## config.mk

```make
export PLATFORM = sky130hd
export DESIGN_NAME = rf_access_arbiter_flat
export DESIGN_NICKNAME = d
export VERILOG_FILES = /design/src/rtl/rf_access_arbiter_if.sv /design/src/rtl/rf_access_arbiter.sv /design/src/flat_wrapper.sv
export SDC_FILE = /design/constraint.sdc
export NUM_CORES = 1
export LEC_CHECK = 0
export ABC_AREA = 0
export BUFFER_PORTS_ARGS = -buffer_cell sky130_fd_sc_hd__buf_2
export CAP_MARGIN = 20
export CORE_AREA = 2 2 133 135
export CTS_CLUSTER_SIZE = 25
export DETAILED_ROUTE_END_ITERATION = 10
export DIE_AREA = 0 0 135 137
export PLACE_DENSITY = 0.82
export SYNTH_ARGS = -nofsm -noshare
export SYNTH_HDL_FRONTEND = slang
export SYNTH_SLANG_ARGS = --single-unit
```

## constraint.sdc

```tcl
create_clock -name CLK -period 2.29 [get_ports CLK]
set_input_delay 0.687 -clock CLK [delete_from_list [all_inputs] [get_ports CLK]]
set_output_delay 0.687 -clock CLK [all_outputs]
set_load 0.01 [all_outputs]
```

## src/rtl/rf_access_arbiter_if.sv

```systemverilog
`default_nettype none
// ----------------------------------------------------------------------------
// rf_access_arbiter_if : one requester's request/response bundle
// Revision: 1.0
// ----------------------------------------------------------------------------
interface rf_access_arbiter_if #(
  parameter int DATA_WIDTH     = 32,
  parameter int REG_ADDR_WIDTH = 5
);
  logic                      req;
  logic                      we;
  logic [REG_ADDR_WIDTH-1:0] addr_r1;
  logic [REG_ADDR_WIDTH-1:0] addr_r2;
  logic [REG_ADDR_WIDTH-1:0] addr_w;
  logic [DATA_WIDTH-1:0]     data_w;
  logic                      ack;
  logic [DATA_WIDTH-1:0]     data_r1;
  logic [DATA_WIDTH-1:0]     data_r2;

  modport master (
    output req, we, addr_r1, addr_r2, addr_w, data_w,
    input  ack, data_r1, data_r2
  );

  modport slave (
    input  req, we, addr_r1, addr_r2, addr_w, data_w,
    output ack, data_r1, data_r2
  );
endinterface
`default_nettype wire

```

## src/rtl/rf_access_arbiter.sv

```systemverilog
`default_nettype none
// ----------------------------------------------------------------------------
// rf_access_arbiter : arbitrates two requesters onto one register-file port.
// Optional RF_ARB_RR_EN: round-robin on simultaneous requests (else A wins).
// Revision: 1.0
// ----------------------------------------------------------------------------
module rf_access_arbiter #(
  parameter int DATA_WIDTH     = 32,
  parameter int REG_ADDR_WIDTH = 5
) (
  input  logic                      CLK,
  input  logic                      RST,
  rf_access_arbiter_if.slave        a_port,
  rf_access_arbiter_if.slave        b_port,
  output logic                      RF_READ,
  output logic                      RF_WRITE,
  output logic [REG_ADDR_WIDTH-1:0] RF_ADDR_R1,
  output logic [REG_ADDR_WIDTH-1:0] RF_ADDR_R2,
  output logic [REG_ADDR_WIDTH-1:0] RF_ADDR_W,
  output logic [DATA_WIDTH-1:0]     RF_DATA_W,
  input  logic [DATA_WIDTH-1:0]     RF_DATA_R1,
  input  logic [DATA_WIDTH-1:0]     RF_DATA_R2,
  output logic                      BUSY
);

  typedef enum logic [2:0] {
    S_IDLE       = 3'd0,
    S_RD_ISSUE   = 3'd1,
    S_RD_CAPTURE = 3'd2,
    S_WR_ISSUE   = 3'd3,
    S_RESP       = 3'd4
  } state_t;

  state_t                    state_q, state_d;
  logic                      gnt_b_q, gnt_b_d;
  logic                      rf_read_q, rf_read_d;
  logic                      rf_write_q, rf_write_d;
  logic [REG_ADDR_WIDTH-1:0] addr_r1_q, addr_r1_d;
  logic [REG_ADDR_WIDTH-1:0] addr_r2_q, addr_r2_d;
  logic [REG_ADDR_WIDTH-1:0] addr_w_q, addr_w_d;
  logic [DATA_WIDTH-1:0]     data_w_q, data_w_d;
  logic                      a_ack_q, a_ack_d;
  logic                      b_ack_q, b_ack_d;
  logic [DATA_WIDTH-1:0]     a_data_r1_q, a_data_r1_d;
  logic [DATA_WIDTH-1:0]     a_data_r2_q, a_data_r2_d;
  logic [DATA_WIDTH-1:0]     b_data_r1_q, b_data_r1_d;
  logic [DATA_WIDTH-1:0]     b_data_r2_q, b_data_r2_d;
  logic                      pick_b;
  logic                      grant_we;
`ifdef RF_ARB_RR_EN
  logic                      last_b_q, last_b_d;
`endif

  always_comb begin
    state_d     = state_q;
    gnt_b_d     = gnt_b_q;
    rf_read_d   = 1'b0;
    rf_write_d  = 1'b0;
    addr_r1_d   = addr_r1_q;
    addr_r2_d   = addr_r2_q;
    addr_w_d    = addr_w_q;
    data_w_d    = data_w_q;
    a_ack_d     = 1'b0;
    b_ack_d     = 1'b0;
    a_data_r1_d = a_data_r1_q;
    a_data_r2_d = a_data_r2_q;
    b_data_r1_d = b_data_r1_q;
    b_data_r2_d = b_data_r2_q;
    pick_b      = 1'b0;
    grant_we    = 1'b0;
`ifdef RF_ARB_RR_EN
    last_b_d    = last_b_q;
`endif

    case (state_q)
      S_IDLE: begin
        if (a_port.req || b_port.req) begin
`ifdef RF_ARB_RR_EN
          // On contention the port that did not win last time goes first.
          pick_b   = b_port.req && (!a_port.req || !last_b_q);
          last_b_d = pick_b;
`else
          pick_b   = b_port.req && !a_port.req;
`endif
          gnt_b_d    = pick_b;
          grant_we   = pick_b ? b_port.we      : a_port.we;
          addr_r1_d  = pick_b ? b_port.addr_r1 : a_port.addr_r1;
          addr_r2_d  = pick_b ? b_port.addr_r2 : a_port.addr_r2;
          addr_w_d   = pick_b ? b_port.addr_w  : a_port.addr_w;
          data_w_d   = pick_b ? b_port.data_w  : a_port.data_w;
          state_d    = grant_we ? S_WR_ISSUE : S_RD_ISSUE;
          rf_write_d = grant_we;
          rf_read_d  = !grant_we;
        end
      end
      S_RD_ISSUE: begin
        state_d   = S_RD_CAPTURE;
        rf_read_d = 1'b1;
      end
      S_RD_CAPTURE: begin
        // Register-file data is only valid while RF_READ is held here.
        state_d = S_RESP;
        if (gnt_b_q) begin
          b_data_r1_d = RF_DATA_R1;
          b_data_r2_d = RF_DATA_R2;
          b_ack_d     = 1'b1;
        end else begin
          a_data_r1_d = RF_DATA_R1;
          a_data_r2_d = RF_DATA_R2;
          a_ack_d     = 1'b1;
        end
      end
      S_WR_ISSUE: begin
        state_d = S_RESP;
        a_ack_d = !gnt_b_q;
        b_ack_d = gnt_b_q;
      end
      S_RESP: begin
        state_d = S_IDLE;
      end
      default: begin
        state_d = S_IDLE;
      end
    endcase
  end

  always_ff @(posedge CLK or negedge RST) begin
    if (!RST) begin
      state_q     <= S_IDLE;
      gnt_b_q     <= 1'b0;
      rf_read_q   <= 1'b0;
      rf_write_q  <= 1'b0;
      addr_r1_q   <= '0;
      addr_r2_q   <= '0;
      addr_w_q    <= '0;
      data_w_q    <= '0;
      a_ack_q     <= 1'b0;
      b_ack_q     <= 1'b0;
      a_data_r1_q <= '0;
      a_data_r2_q <= '0;
      b_data_r1_q <= '0;
      b_data_r2_q <= '0;
`ifdef RF_ARB_RR_EN
      last_b_q    <= 1'b1;
`endif
    end else begin
      state_q     <= state_d;
      gnt_b_q     <= gnt_b_d;
      rf_read_q   <= rf_read_d;
      rf_write_q  <= rf_write_d;
      addr_r1_q   <= addr_r1_d;
      addr_r2_q   <= addr_r2_d;
      addr_w_q    <= addr_w_d;
      data_w_q    <= data_w_d;
      a_ack_q     <= a_ack_d;
      b_ack_q     <= b_ack_d;
      a_data_r1_q <= a_data_r1_d;
      a_data_r2_q <= a_data_r2_d;
      b_data_r1_q <= b_data_r1_d;
      b_data_r2_q <= b_data_r2_d;
`ifdef RF_ARB_RR_EN
      last_b_q    <= last_b_d;
`endif
    end
  end

  assign RF_READ        = rf_read_q;
  assign RF_WRITE       = rf_write_q;
  assign RF_ADDR_R1     = addr_r1_q;
  assign RF_ADDR_R2     = addr_r2_q;
  assign RF_ADDR_W      = addr_w_q;
  assign RF_DATA_W      = data_w_q;
  assign BUSY           = (state_q != S_IDLE);

  assign a_port.ack     = a_ack_q;
  assign a_port.data_r1 = a_data_r1_q;
  assign a_port.data_r2 = a_data_r2_q;
  assign b_port.ack     = b_ack_q;
  assign b_port.data_r1 = b_data_r1_q;
  assign b_port.data_r2 = b_data_r2_q;

endmodule
`default_nettype wire

```

## src/flat_wrapper.sv

```systemverilog
// flat-port wrapper written by rule: the top's interface ports become plain ports
module rf_access_arbiter_flat 
#(
  parameter int DATA_WIDTH     = 32,
  parameter int REG_ADDR_WIDTH = 5
)
  (CLK, RST, RF_READ, RF_WRITE, RF_ADDR_R1, RF_ADDR_R2, RF_ADDR_W, RF_DATA_W, RF_DATA_R1, RF_DATA_R2, BUSY, a_port_req, a_port_we, a_port_addr_r1, a_port_addr_r2, a_port_addr_w, a_port_data_w, a_port_ack, a_port_data_r1, a_port_data_r2, b_port_req, b_port_we, b_port_addr_r1, b_port_addr_r2, b_port_addr_w, b_port_data_w, b_port_ack, b_port_data_r1, b_port_data_r2);
  rf_access_arbiter_if #(.DATA_WIDTH(DATA_WIDTH), .REG_ADDR_WIDTH(REG_ADDR_WIDTH)) a_port_i ();
  rf_access_arbiter_if #(.DATA_WIDTH(DATA_WIDTH), .REG_ADDR_WIDTH(REG_ADDR_WIDTH)) b_port_i ();
  input  logic CLK;
  input  logic RST;
  output logic RF_READ;
  output logic RF_WRITE;
  output logic [REG_ADDR_WIDTH-1:0] RF_ADDR_R1;
  output logic [REG_ADDR_WIDTH-1:0] RF_ADDR_R2;
  output logic [REG_ADDR_WIDTH-1:0] RF_ADDR_W;
  output logic [DATA_WIDTH-1:0] RF_DATA_W;
  input  logic [DATA_WIDTH-1:0] RF_DATA_R1;
  input  logic [DATA_WIDTH-1:0] RF_DATA_R2;
  output logic BUSY;
  input wire logic [$bits(a_port_i.req)-1:0] a_port_req;
  input wire logic [$bits(a_port_i.we)-1:0] a_port_we;
  input wire logic [$bits(a_port_i.addr_r1)-1:0] a_port_addr_r1;
  input wire logic [$bits(a_port_i.addr_r2)-1:0] a_port_addr_r2;
  input wire logic [$bits(a_port_i.addr_w)-1:0] a_port_addr_w;
  input wire logic [$bits(a_port_i.data_w)-1:0] a_port_data_w;
  output wire logic [$bits(a_port_i.ack)-1:0] a_port_ack;
  output wire logic [$bits(a_port_i.data_r1)-1:0] a_port_data_r1;
  output wire logic [$bits(a_port_i.data_r2)-1:0] a_port_data_r2;
  input wire logic [$bits(b_port_i.req)-1:0] b_port_req;
  input wire logic [$bits(b_port_i.we)-1:0] b_port_we;
  input wire logic [$bits(b_port_i.addr_r1)-1:0] b_port_addr_r1;
  input wire logic [$bits(b_port_i.addr_r2)-1:0] b_port_addr_r2;
  input wire logic [$bits(b_port_i.addr_w)-1:0] b_port_addr_w;
  input wire logic [$bits(b_port_i.data_w)-1:0] b_port_data_w;
  output wire logic [$bits(b_port_i.ack)-1:0] b_port_ack;
  output wire logic [$bits(b_port_i.data_r1)-1:0] b_port_data_r1;
  output wire logic [$bits(b_port_i.data_r2)-1:0] b_port_data_r2;
  assign a_port_i.req = a_port_req;
  assign a_port_i.we = a_port_we;
  assign a_port_i.addr_r1 = a_port_addr_r1;
  assign a_port_i.addr_r2 = a_port_addr_r2;
  assign a_port_i.addr_w = a_port_addr_w;
  assign a_port_i.data_w = a_port_data_w;
  assign a_port_ack = a_port_i.ack;
  assign a_port_data_r1 = a_port_i.data_r1;
  assign a_port_data_r2 = a_port_i.data_r2;
  assign b_port_i.req = b_port_req;
  assign b_port_i.we = b_port_we;
  assign b_port_i.addr_r1 = b_port_addr_r1;
  assign b_port_i.addr_r2 = b_port_addr_r2;
  assign b_port_i.addr_w = b_port_addr_w;
  assign b_port_i.data_w = b_port_data_w;
  assign b_port_ack = b_port_i.ack;
  assign b_port_data_r1 = b_port_i.data_r1;
  assign b_port_data_r2 = b_port_i.data_r2;
  rf_access_arbiter #(.DATA_WIDTH(DATA_WIDTH), .REG_ADDR_WIDTH(REG_ADDR_WIDTH)) u_core (.CLK(CLK), .RST(RST), .a_port(a_port_i), .b_port(b_port_i), .RF_READ(RF_READ), .RF_WRITE(RF_WRITE), .RF_ADDR_R1(RF_ADDR_R1), .RF_ADDR_R2(RF_ADDR_R2), .RF_ADDR_W(RF_ADDR_W), .RF_DATA_W(RF_DATA_W), .RF_DATA_R1(RF_DATA_R1), .RF_DATA_R2(RF_DATA_R2), .BUSY(BUSY));
endmodule
```

==> metrics.txt <==
# TYPE chip_impl_metric gauge
chip_impl_metric{name="p_per_area",unit="nW/um2"} 1460
chip_impl_metric{name="crit_path_arrival_time",unit="ns"} 1.46
chip_impl_metric{name="layout-drive-gt1-share",unit=""} 0.739
chip_impl_metric{name="detailed_place.area",unit="um2"} 9410
chip_impl_metric{name="antenna-diode-count",unit=""} 0
chip_impl_metric{name="worst-endpoint-required",unit="ns"} 1.60
chip_impl_info{name="worst_setup_path_category",value="flop to output port"} 1
chip_impl_metric{name="synth.ff_latch_count",unit=""} 183
chip_impl_metric{name="max-slew-margin-rel",unit=""} 0.705
chip_impl_metric{name="clock_sink_count",unit=""} 183
chip_impl_metric{name="total_drc_errors_in_the_routed_layout",unit=""} 0
chip_impl_metric{name="cts_inserted_buffers",unit=""} 17
chip_impl_metric{name="drt_iter0_markers",unit=""} 114
chip_impl_metric{name="wl_met1",unit="mm"} 7.10
chip_impl_metric{name="die_y",unit="um"} 137
chip_impl_info{name="startpoint_type",value="flop"} 1
chip_impl_metric{name="wl_met3",unit="mm"} 1.30
chip_impl_info{name="route.top_layer_used",value="met4"} 1
chip_impl_metric{name="max-clock-path-buffers",unit=""} 2
chip_impl_metric{name="worst-path-max-fanout",unit=""} 5
chip_impl_info{name="synth_common_cells",value="sky130_fd_sc_hd__mux2_2 (210), sky130_fd_sc_hd__dfrtp_1 (183), sky130_fd_sc_hd__mux2_1 (12)"} 1
chip_impl_metric{name="p_leak",unit="nW"} 4.89
chip_impl_info{name="crit_chain",value="nor3_2 -> inv_1 -> buf_2"} 1
chip_impl_info{name="cts-root-buf",value="sky130_fd_sc_hd__clkbuf_16"} 1
chip_impl_metric{name="design_area",unit="um2"} 10100
chip_impl_info{name="tritoncts",value="built"} 1
chip_impl_info{name="synth_top_cells_by_area",value="sky130_fd_sc_hd__dfrtp_1 (62%), sky130_fd_sc_hd__mux2_2 (32%), sky130_fd_sc_hd__mux2_1 (1.8%)"} 1
chip_impl_metric{name="synth-async-reset-ratio",unit=""} 1.00
chip_impl_metric{name="post-cts-setup-buffer-count",unit=""} 0
chip_impl_metric{name="synth_area_per_cell",unit="um2"} 16.4
chip_impl_metric{name="irDropWorstVdd",unit="mV"} 0.671
chip_impl_metric{name="die_width",unit="um"} 135
chip_impl_info{name="result_of_the_run",value="completed"} 1
chip_impl_metric{name="clock_skew",unit="ns"} 0.0127
chip_impl_metric{name="timing.final.setup_violations",unit=""} 0
chip_impl_info{name="rsz0062_at_grt",value="false"} 1
chip_impl_metric{name="clock_tree.htree_level_count",unit=""} 4
chip_impl_metric{name="totalWireLength",unit="mm"} 17.9
chip_impl_metric{name="timing.critical_path.slowest_cell_delay",unit="ns"} 0.48
chip_impl_info{name="endpoint_kind",value="output port"} 1
chip_impl_info{name="post-synth-top-count-cell",value="sky130_fd_sc_hd__mux2_2"} 1
chip_impl_metric{name="finalHoldViolations",unit=""} 0
chip_impl_metric{name="number_of_primary_i_o_pins",unit=""} 344
chip_impl_info{name="synth-main-ff-cell",value="sky130_fd_sc_hd__dfrtp_1"} 1
chip_impl_metric{name="clk-insertion-delay-late",unit="ns"} 0.43
chip_impl_metric{name="detail-route-antenna-nets",unit=""} 0
chip_impl_metric{name="core_area",unit="um2"} 17100
chip_impl_metric{name="io_buffer_count",unit=""} 343
chip_impl_metric{name="grt.total_usage",unit=""} 0.195
chip_impl_metric{name="met2_length",unit="mm"} 8.98
chip_impl_metric{name="synth-seq-area-share",unit=""} 0.619
chip_impl_metric{name="drt-pass1-iter-count",unit=""} 4
chip_impl_metric{name="dr_total_vias",unit=""} 5077
chip_impl_metric{name="syn_to_final_growth",unit="%"} 35.9
chip_impl_metric{name="maxCapViolCount",unit=""} 0
chip_impl_info{name="worst_hold_path_type",value="input port to async pin"} 1
chip_impl_metric{name="timing.final.ws_setup",unit="ns"} 0.142
chip_impl_metric{name="worst-slew-pin-transition",unit="ns"} 0.442
chip_impl_metric{name="timing.final.crit_share",unit=""} 0.938
chip_impl_metric{name="floorplan.rows",unit=""} 48
chip_impl_metric{name="grt_first_pass_wirelength",unit="mm"} 27.6
chip_impl_metric{name="synthCells",unit=""} 451
chip_impl_metric{name="postCtsResizedCells",unit=""} 0
chip_impl_metric{name="pre_cts_ws",unit="ns"} 0.259
chip_impl_metric{name="p_total",unit="mW"} 14.7
chip_impl_metric{name="place_inst",unit=""} 1008
chip_impl_info{name="synthDominantAreaCellType",value="sky130_fd_sc_hd__dfrtp_1"} 1
chip_impl_metric{name="antenna_found_initial",unit=""} 0
chip_impl_metric{name="layout.core_utilization",unit=""} 0.589
chip_impl_info{name="crit_slowest_cell",value="sky130_fd_sc_hd__dfrtp_1"} 1
chip_impl_metric{name="report.final.slew_viol_count",unit=""} 0
chip_impl_metric{name="grt_start_max_net_pins",unit=""} 55
chip_impl_metric{name="route.detailed.vias_per_inst",unit=""} 4.88
chip_impl_metric{name="ys_warn_count",unit=""} 0
chip_impl_metric{name="finalNonFillerCells",unit=""} 1040
chip_impl_metric{name="synthDistinctLibCells",unit=""} 20
chip_impl_metric{name="wl_per_cell",unit="um"} 17.2
chip_impl_metric{name="overflow",unit=""} 0
chip_impl_metric{name="initial_core_util",unit=""} 0.434
chip_impl_metric{name="max_clock_freq",unit="GHz"} 0.466
chip_impl_metric{name="worst_setup_hold_path_clk_slew",unit="ns"} 0.07
chip_impl_metric{name="yosysTopAreaCellShare",unit=""} 0.619
chip_impl_metric{name="fin_setup_tns",unit="ns"} 0
chip_impl_metric{name="synth-edff-count",unit=""} 0
chip_impl_metric{name="post_synth_instance_area",unit="um2"} 7400
chip_impl_metric{name="post-dp-hpwl",unit="mm"} 13.6
chip_impl_metric{name="layout_net_count",unit=""} 966
chip_impl_metric{name="finalWorstPathRequiredPeriod",unit="ns"} 2.15
chip_impl_metric{name="vias_in_the_first_global_route",unit=""} 5366
chip_impl_metric{name="die_area",unit="um2"} 18500
chip_impl_metric{name="finalHoldWorstSlack",unit="ns"} 0.185
chip_impl_metric{name="cts-hold-fix-buffers",unit=""} 0
chip_impl_metric{name="synth_net_count",unit=""} 615
chip_impl_metric{name="final_replace_weighted_congestion",unit=""} 0.928
## cell type report
| class | instances | area, um2 |
|---|---|---|
| tap | 225 | 282 |
| timing repair buffer | 356 | 1900 |
| clock buffer | 20 | 457 |
| clock inverter | 12 | 186 |
| multi-input combinational | 241 | 2640 |
| sequential | 183 | 4580 |
| fill | 1358 | 7000 |
| inverter | 3 | 11.3 |
## path summary, 6_finish.rpt
check | to | startpoint | cells past startpoint | slack [ns]
worst max-delay path | BUSY | u_core.state_q[0] | 3 | 0.14
worst min-delay path | u_core.a_port.data_r1[4] | RST | 1 | 0.18
worst max register to register | u_core.RF_DATA_W[13] | u_core.state_q[0] | 4 | 0.54
worst min register to register | u_core.a_port.data_r1[9] | u_core.a_port.data_r1[9] | 1 | 0.48
max in group asynchronous | u_core.a_port.data_r2[27] | RST | 2 | 1.45
min in group CLK | u_core.a_port.data_r1[9] | u_core.a_port.data_r1[9] | 1 | 0.48
## critical path: cells and delay by family, from the launching register on
| family | cells | cell delay [ns] |
|---|---|---|
| and+or+nand+nor | 1 | 0.28 |
| buffers and inverters | 2 | 0.28 |
| DFF | 1 | 0.48 |
## routing by layer
layer	up-vias	track usage
met3	43	0.0656
met5	-	0
li1	2315	-
met2	200	0.330
met1	2519	0.226
met4	0	0.0885
## cell families after synthesis
kind of cell | Yosys count | synth area share
muxes | 223 | 0.339
buffers and inverters | 27 | 0.0254
AOI/OAI and AO/OA | 6 | 0.00490
and+or+nand+nor | 12 | 0.0113
DFF | 183 | 0.619
## where the power goes
part / internal [mW] / switching (mW) / leakage, nW / total, mW
clock network: 1.91 / 1.25 / 0.310 / 3.16
logic: 3.06 / 2.73 / 2.40 / 5.79
registers: 4.90 / 0.807 / 2.18 / 5.70
total: 9.87 / 4.79 / 4.89 / 14.7
## sequential cells by signal (all words and copies together) (netlist names)
register               flops
u_core.RF_ADDR_R1          5
u_core.b_port.data_r2     32
u_core.RF_ADDR_R2          5
u_core.a_port.data_r2     32
u_core.a_port.ack          1
u_core.a_port.data_r1     32
u_core.RF_DATA_W          32
u_core.RF_READ             1
u_core.gnt_b_q             1
u_core.RF_ADDR_W           5
u_core.b_port.data_r1     32
u_core.RF_WRITE            1
u_core.state_q             3
u_core.b_port.ack          1
## cell usage in the layout, fill, tap and decap left out, types with 2 or more instances in the layout
cell	netlist	layout
sky130_fd_sc_hd__clkbuf_8	0	2
sky130_fd_sc_hd__a21oi_1	3	3
sky130_fd_sc_hd__nor2_1	3	3
sky130_fd_sc_hd__mux2_1	12	12
sky130_fd_sc_hd__nor2b_1	3	2
sky130_fd_sc_hd__dfrtp_1	183	183
sky130_fd_sc_hd__inv_6	0	3
sky130_fd_sc_hd__buf_4	8	7
sky130_fd_sc_hd__clkbuf_16	0	17
sky130_fd_sc_hd__mux2_2	210	210
sky130_fd_sc_hd__inv_1	3	3
sky130_fd_sc_hd__clkinvlp_4	0	2
sky130_fd_sc_hd__bufinv_16	0	4
sky130_fd_sc_hd__buf_2	9	342
sky130_fd_sc_hd__buf_12	0	6
Power figures use the tool's default switching activity.
